==> src/rtl/ffram_write_scheduler.sv <==
// Write-port scheduler for the cache flip-flop RAM: arbitrates refill (A) against
// store (B) writes, runs the flush sweep, and forwards in-flight write data to reads.
module ffram_write_scheduler #(
    parameter int                    DATA_WIDTH   = 32,
    parameter int                    ADDR_WIDTH   = 6,
    parameter int                    STARVE_LIMIT = 4,
    parameter logic [DATA_WIDTH-1:0] FLUSH_DATA   = '0
) (
    input  logic                  clk,
    input  logic                  resetn,
    input  logic                  flush_req,
    output logic                  flush_busy,
    input  logic                  a_valid,
    input  logic [ADDR_WIDTH-1:0] a_addr,
    input  logic [DATA_WIDTH-1:0] a_data,
    output logic                  a_ready,
    input  logic                  b_valid,
    input  logic [ADDR_WIDTH-1:0] b_addr,
    input  logic [DATA_WIDTH-1:0] b_data,
    output logic                  b_ready,
    input  logic [ADDR_WIDTH-1:0] rd_addr,
    output logic [DATA_WIDTH-1:0] rd_data,
    output logic                  ram_we,
    output logic [ADDR_WIDTH-1:0] ram_waddr,
    output logic [DATA_WIDTH-1:0] ram_wdata,
    output logic [ADDR_WIDTH-1:0] ram_raddr,
    input  logic [DATA_WIDTH-1:0] ram_rdata
);

    typedef enum logic {
        IDLE,
        FLUSH
    } state_e;

    localparam int              STARVE_W   = $clog2(STARVE_LIMIT + 1);
    localparam logic [STARVE_W-1:0] STARVE_MAX = STARVE_W'(STARVE_LIMIT);

    state_e                state_q, state_d;
    logic [ADDR_WIDTH-1:0] fcnt_q, fcnt_d;
    logic [STARVE_W-1:0]   starve_q, starve_d;
    logic                  grant_a, grant_b;

    // NOTE: every signal written here gets a default first, so no path leaves it unassigned and no latch is inferred.
    always_comb begin
        state_d    = state_q;
        fcnt_d     = fcnt_q;
        starve_d   = starve_q;
        grant_a    = 1'b0;
        grant_b    = 1'b0;
        flush_busy = 1'b0;
        ram_we     = 1'b0;
        ram_waddr  = '0;
        ram_wdata  = '0;

        case (state_q)
            IDLE: begin
                grant_b = b_valid && (!a_valid || starve_q == STARVE_MAX);
                grant_a = a_valid && !grant_b;
                ram_we  = grant_a || grant_b;
                if (grant_b) begin
                    ram_waddr = b_addr;
                    ram_wdata = b_data;
                end else if (grant_a) begin
                    ram_waddr = a_addr;
                    ram_wdata = a_data;
                end
                if (grant_b || !b_valid) begin
                    starve_d = '0;
                end else if (starve_q != STARVE_MAX) begin
                    starve_d = starve_q + 1'b1;
                end
                // A grant taken alongside flush_req still lands; the sweep overwrites it.
                if (flush_req) begin
                    state_d = FLUSH;
                end
            end
            FLUSH: begin
                flush_busy = 1'b1;
                ram_we     = 1'b1;
                ram_waddr  = fcnt_q;
                ram_wdata  = FLUSH_DATA;
                fcnt_d     = fcnt_q + 1'b1;
                if (&fcnt_q) begin
                    state_d = IDLE;
                end
            end
            default: state_d = IDLE;
        endcase

        // Keep the RAM and both requesters quiet for as long as reset is held.
        if (!resetn) begin
            grant_a    = 1'b0;
            grant_b    = 1'b0;
            flush_busy = 1'b0;
            ram_we     = 1'b0;
            ram_waddr  = '0;
            ram_wdata  = '0;
        end
    end

    // NOTE: state registers use non-blocking assignments so every flop samples pre-edge values.
    always_ff @(posedge clk or negedge resetn) begin
        if (!resetn) begin
            state_q  <= IDLE;
            fcnt_q   <= '0;
            starve_q <= '0;
        end else begin
            state_q  <= state_d;
            fcnt_q   <= fcnt_d;
            starve_q <= starve_d;
        end
    end

    assign a_ready   = grant_a;
    assign b_ready   = grant_b;
    assign ram_raddr = rd_addr;
    assign rd_data   = (ram_we && ram_waddr == rd_addr) ? ram_wdata : ram_rdata;

endmodule

==> config.mk <==
export PLATFORM = sky130hd
export DESIGN_NAME = ffram_write_scheduler
export DESIGN_NICKNAME = d
export VERILOG_FILES = /design/src/rtl/ffram_write_scheduler.sv
export SDC_FILE = /design/constraint.sdc
export NUM_CORES = 1
export LEC_CHECK = 0
export ABC_AREA = 1
export CELL_PAD_IN_SITES_DETAIL_PLACEMENT = 1
export CELL_PAD_IN_SITES_GLOBAL_PLACEMENT = 1
export CORE_ASPECT_RATIO = 2
export CORE_MARGIN = 2
export CORE_UTILIZATION = 17
export DETAILED_ROUTE_END_ITERATION = 6
export HOLD_SLACK_MARGIN = 0.08
export PLACE_DENSITY = 0.81
export SLEW_MARGIN = 20
export SYNTH_ARGS = -nofsm -noshare
export SYNTH_HDL_FRONTEND = slang
export SYNTH_SLANG_ARGS = --single-unit
export TNS_END_PERCENT = 50
==> constraint.sdc <==
create_clock -name clk -period 2.49 [get_ports clk]
set_input_delay 0.3735 -clock clk [delete_from_list [all_inputs] [get_ports clk]]
set_output_delay 0.3735 -clock clk [all_outputs]
set_load 0.02 [all_outputs]
-- After elaboration in Yosys (flattened, before gate mapping)
Cells that the tools add are included.
- $add $sub $neg: 2
- equality and inequality tests: 3
- mux-type cells: 22
- bitwise gates (word level): 1
- reduce and logical (&&, ||, !) cells: 12
- operator list (cell ; count):
    $mux 32 ; 4
    $pmux 32 s2 ; 1
    $mux 6 ; 3
    $pmux 6 s2 ; 1
    $mux 1 ; 9
    $add 6x1->6 const B ; 1
    $eq 6x6->1 ; 1
    $mux 3 ; 2
    $reduce_and 6->1 ; 1
    $pmux 1 s2 ; 2
    $add 3x1->3 const B ; 1
    $eq 3x3->1 const B ; 1
    $logic_and 1x1->1 ; 3
    $logic_not 1->1 ; 3
    $logic_or 1x1->1 ; 3
    $ne 3x3->1 const B ; 1
    $reduce_and 2->1 ; 1
    $reduce_bool 2->1 ; 1
    $not 1->1 ; 1
- flip-flop bits (word level): 10
- input port bits: 119
- logic and storage cells: 43

-- Depth between registers and ports, before layout
- depth in word-level cells: 12
- mapped depth: 17
- gate-level depth less buffers: 16

-- Worst setup path before layout
No wires, ideal clock.
- path kind: reg2out
- from: reg starve_q[0]
- to: out rd_data[22]
- data arrival time: 1998 ps
- required time: 2117 ps
- path slack: 118 ps
- stages on the path, launching flop included: 11
- cells stage by stage: dfrtp_1 -> inv_1 -> ha_1 -> nand2_2 -> nand2_4 -> nand2_4 -> nor2_8 -> buf_1 -> a22o_1 -> nand3_1 -> nand2_1
- elaborated cells between the ends (all ways): 19
- RTL lines (item ; line ; source):
    start: declaration ; 40 ; logic [STARVE_W-1:0] starve_q, starve_d;
    start signal: assignment ; 110 ; starve_q <= starve_d;
    $eq 3x3->1 * ; 57 ; grant_b = b_valid && (!a_valid || starve_q == STARVE_MAX);
    $logic_or 1x1->1 * ; 57 ;
    $logic_and 1x1->1 * ; 57 ;
    $logic_not 1->1 ; 58 ; grant_a = a_valid && !grant_b;
    $logic_and 1x1->1 ; 58 ;
    $mux 32 ; 63 ; end else if (grant_a) begin
    $mux 32 * ; 60 ; if (grant_b) begin
    $pmux 32 s2 * ; 55 ; case (state_q)
    $mux 32 * ; 91 ; if (!resetn) begin
    net ram_wdata[22] ; 25 ; output logic [DATA_WIDTH-1:0] ram_wdata,
    $mux 32 * ; 117 ; assign rd_data = (ram_we && ram_waddr == rd_addr) ? ram_wdata : ram_rdata;
    end: declaration ; 22 ; output logic [DATA_WIDTH-1:0] rd_data,
Mark *: on every way through the listed nets, which the timed path passes. The rest lies on a longest branch.

-- Worst setup path after layout
- from: reg starve_q[0]
- to: out rd_data[31]
- word-level cells in the longest chain between the ends: 12
- elaborated cells between the ends (all ways): 19
- RTL lines (item ; line):
    $eq 3x3->1 * ; 57
    $logic_or 1x1->1 * ; 57
    $logic_and 1x1->1 * ; 57
    $logic_not 1->1 ; 58
    $logic_and 1x1->1 ; 58
    $mux 6 ; 63
    $mux 6 ; 60
    $pmux 6 s2 ; 55
    $mux 6 ; 91
    $eq 6x6->1 ; 117
    $logic_and 1x1->1 ; 117
    $mux 32 * ; 117
Mark *: on every way between the ends. The rest lies on a longest branch, timed or not.

==> results.txt <==
- Sorting the synthesized cells by area gives the leading types as nand2_1, a22o_1, nand3_1.
- Area of the core: 10400 um^2
- Vias after detailed routing: 3152
* Worst endpoint required time: around 2.1 ns
* Antenna violations before repair: 0
- The largest individual stage delay along the critical path comes from the cell dfrtp_1.
- Summed over all instances, the cell type with the most area after synthesis is nand2_1.
* Relative max-transition margin: roughly 73%
- Max-cap violations in this run came to 0.
- Top-count cell post-synth: nand2_1
- Primary FF master, synth: dfrtp_1
- Final Net Count: 646
- When the netlist entered floorplanning its net count stood at a little over 400.
* Total of buffers placed on input and output ports: 198
* Setup repair after global routing missed its margin: yes
* Final period demand of the worst path: around 2.8 ns
* Total wirelength of the detailed-routed design: 13500 um
* Outcome: complete, but fails checks
- The tree is rooted in a clkbuf_16.
- Of all nets on the critical path, the largest fanout is 8.
- Ys async rst share: 100%
- Clock-pin slew was measured on the worst setup and hold paths at roughly 0.040 ns.
* Worst setup slack after layout: -0.355 ns
* Final global-route overflow total: 0
- A synthesized cell averages 6.37 um^2.
- In this run, the number of DRC markers left after iteration 0 of detailed routing was 78.
- For this run, the number of Yosys warnings is 0.
* Seq cells post-synth: 10
- The number of slew-limit violations in the final report is 0.
* DRT Pass-1 Iters: 4
- Dividing the final minimum period by the clock period gives 114%.
- On the worst path, the slowest cell contributes a delay of about 0.38 ns.
* Setup-violating endpoint count in the final report: 35
* Final Hold Slack: 0.345 ns
- Derived from the worst setup path, the maximum achievable clock frequency is 0.351 GHz.
- Cells fill 46.8% of the core in the end.
- The floorplan has 53 rows.
- The first global-routing pass estimated roughly 19000 um of wire.
- IR analysis of the VDD net gives a maximum drop of 0.649 mV.
- Counting along the longest clock path gives a buffer depth of 2.
* Cell area power density: between 400 and 500 nW/um^2
- Worst-margin pin slew: 0.410 ns
- The worst setup path is captured at an output port.
* Filler-free cell count of the finished design: 659
* Post-route DRC violation count: 0
- Clk_lat worst skew: around 0.23 ns
- Vias in the first global route: 3402
- Violated checks: setup timing
- For the final database, setup skew stands at 0.000978 ns.
* Worst path most repeated cell: nand2_4
* Number of buffers added to fix hold violations after cts: 0
- The worst hold path belongs to the class input pin to async pin.
- H-tree levels: 1
- Floorplan die area: 11500 um^2
- After synthesis, flip-flops and latches occupy 13.8% of the total area.
- Grouping stages by cell kind, the critical path spends the most delay in simple AND/OR/NAND/NOR gates.
* Cell breakdown of the critical path: inv_2 -> ha_4 -> nand2_4 -> nand2_4 -> nand2_8 -> nor2_8 -> nand2_4 -> nand4_1 -> buf_4 -> nand2_2 -> nor2_4 -> nand3_4 -> clkbuf_16 -> nand2_2 -> nand2_1 -> buf_6
* Clock Sinks: 10
- Global routing consumed, over all layers together, about a fifth of the routing resources.
- Number of buffers created by CTS: 3
- Entering global routing, the biggest net connects 34 pins.
- Critical path class: register to output port
- After detailed routing, the number of vias per cell comes to approximately 4.8.
- Compared with the post-synthesis result, the final layout area differs by 169%.
- Dividing the detail-routed wire length by the instance count gives 20.5 um.
* HPWL after detailed placement: 9130 um
* Pre-CTS WS: -0.835 ns
- Number of diodes: 0
* Routability-driven placement congestion ratio: 0.881
- CP bufs+invs: 4
* Share of Yosys cell area claimed by the top area cell type: between 10% and 20%
* Data arrival, critical path: 2.47 ns
- Counting distinct cell types in the post-synthesis netlist gives 27.
- For this configuration, the core starts out at a cell density of 17.4%.
- Chip Width: 76.9 um
- Yosys mapped a number of flops with a built-in enable equal to 0.
- Synthesis produced 284 cells.
* Endpoints failing hold: 0
- Cell leakage power: 0.00226 uW
- Post-Place Cells: 634
- Fraction of final layout cells sized beyond drive strength 1: between 40% and 50%
* Die Ht: 150 um
* Clock tree from TritonCTS: yes
- Most common library cells after synthesis: nand2_1, nand3_1, a22o_1
* Post-DRT Antenna Nets: 0
- In this run the count of I/O pins placed on the die edge is 199.
- Cell area after synthesis: 1810 um^2
- The worst setup path is launched from a register.
-- cell type report --
cell class	instances	area (um^2)
clock buffer	3	75.1
fill	1234	5540
inverter	24	90.1
multi-input combinational	226	1720
sequential	10	250
tap	137	171
timing repair buffer	259	2560
-- registers in the layout (all words and copies together) (netlist names) --
register and cells:
state_q 1, starve_q 3, fcnt_q 6
-- tightest hold or removal path: stages --
cell	delay, ns
dlygate4sd2_1	0.23
buf_4	0.13
buf_4	0.18
-- metrics by stage --
stage / TNS [ns] / power [uW] / cell area [um^2]
2_1_floorplan: 0 / 852 / 1810
3_3_place_gp: -34.82 / 1420 / 4100
3_5_place_dp: -39.16 / 1480 / 4100
4_1_cts: -6.53 / 2050 / 4580
5_1_grt: -14.43 / 2240 / 4870
6_report: -10.05 / 2120 / 4870
-- power by group --
group	switching, uW	internal (uW)
clock	67.2	208
combinational	795	770
sequential	51.0	231
total	913	1210
-- routing by layer --
metal	wire, um	track usage [%]	up-vias	part of all wire, %
met5	0	0	-	0
met4	760	9.27	0	5.6
met3	887	3.92	46	6.6
met2	7900	43.7	178	58
met1	3970	18.0	1493	29
li1	-	-	1435	-
-- worst paths after layout --
kind	from	endpoint	slack (ns)	depth (start not counted)
worst max-delay path	starve_q[0]	rd_data[31]	-0.36	16
worst min-delay path	resetn	state_q	0.35	3
worst max register to register	state_q	fcnt_q[5]	0.96	5
worst min register to register	fcnt_q[0]	fcnt_q[0]	0.59	2
max in group asynchronous	resetn	fcnt_q[3]	2.00	3
min in group clk	fcnt_q[0]	fcnt_q[0]	0.59	2
-- cells in the final DEF (no fill, tap or decap), types with 2 or more instances in the layout --
master	n
buf_6	38
inv_2	6
nand2_2	48
buf_16	5
nand4_1	4
nand2_4	12
buf_12	5
xor2_1	5
nand3_1	26
a21oi_2	3
o21ai_0	4
inv_1	18
nand3_4	8
ha_1	2
buf_4	54
dfrtp_1	10
clkdlybuf4s50_1	125
dlygate4sd2_1	8
a22o_4	3
nor2_2	4
nand3_2	22
a22o_1	29
nand2_1	38
clkbuf_2	20
nor2_1	6
clkbuf_16	5
nor2_4	3
-- logic make-up after synthesis --
group	Yosys count	synth area share (%)
AO/OA/AOI/OAI	42	19.2
XOR/XNOR	6	2.90
adder cells (fa/ha/maj)	3	2.07
buffers and inverters	48	16.2
flip-flops	10	13.8
AND/OR/NAND/NOR	175	45.9
-- timing repair --
| item | CTS | global route |
|---|---|---|
| buffers inserted | 12 | 4 |
| gates cloned | 6 | 3 |
| pin swaps | 25 | 30 |
| resized for setup | 278 | 143 |
| endpoints found under the setup margin | 73 | 60 |
No activity file was read; power rests on OpenSTA's default activity.
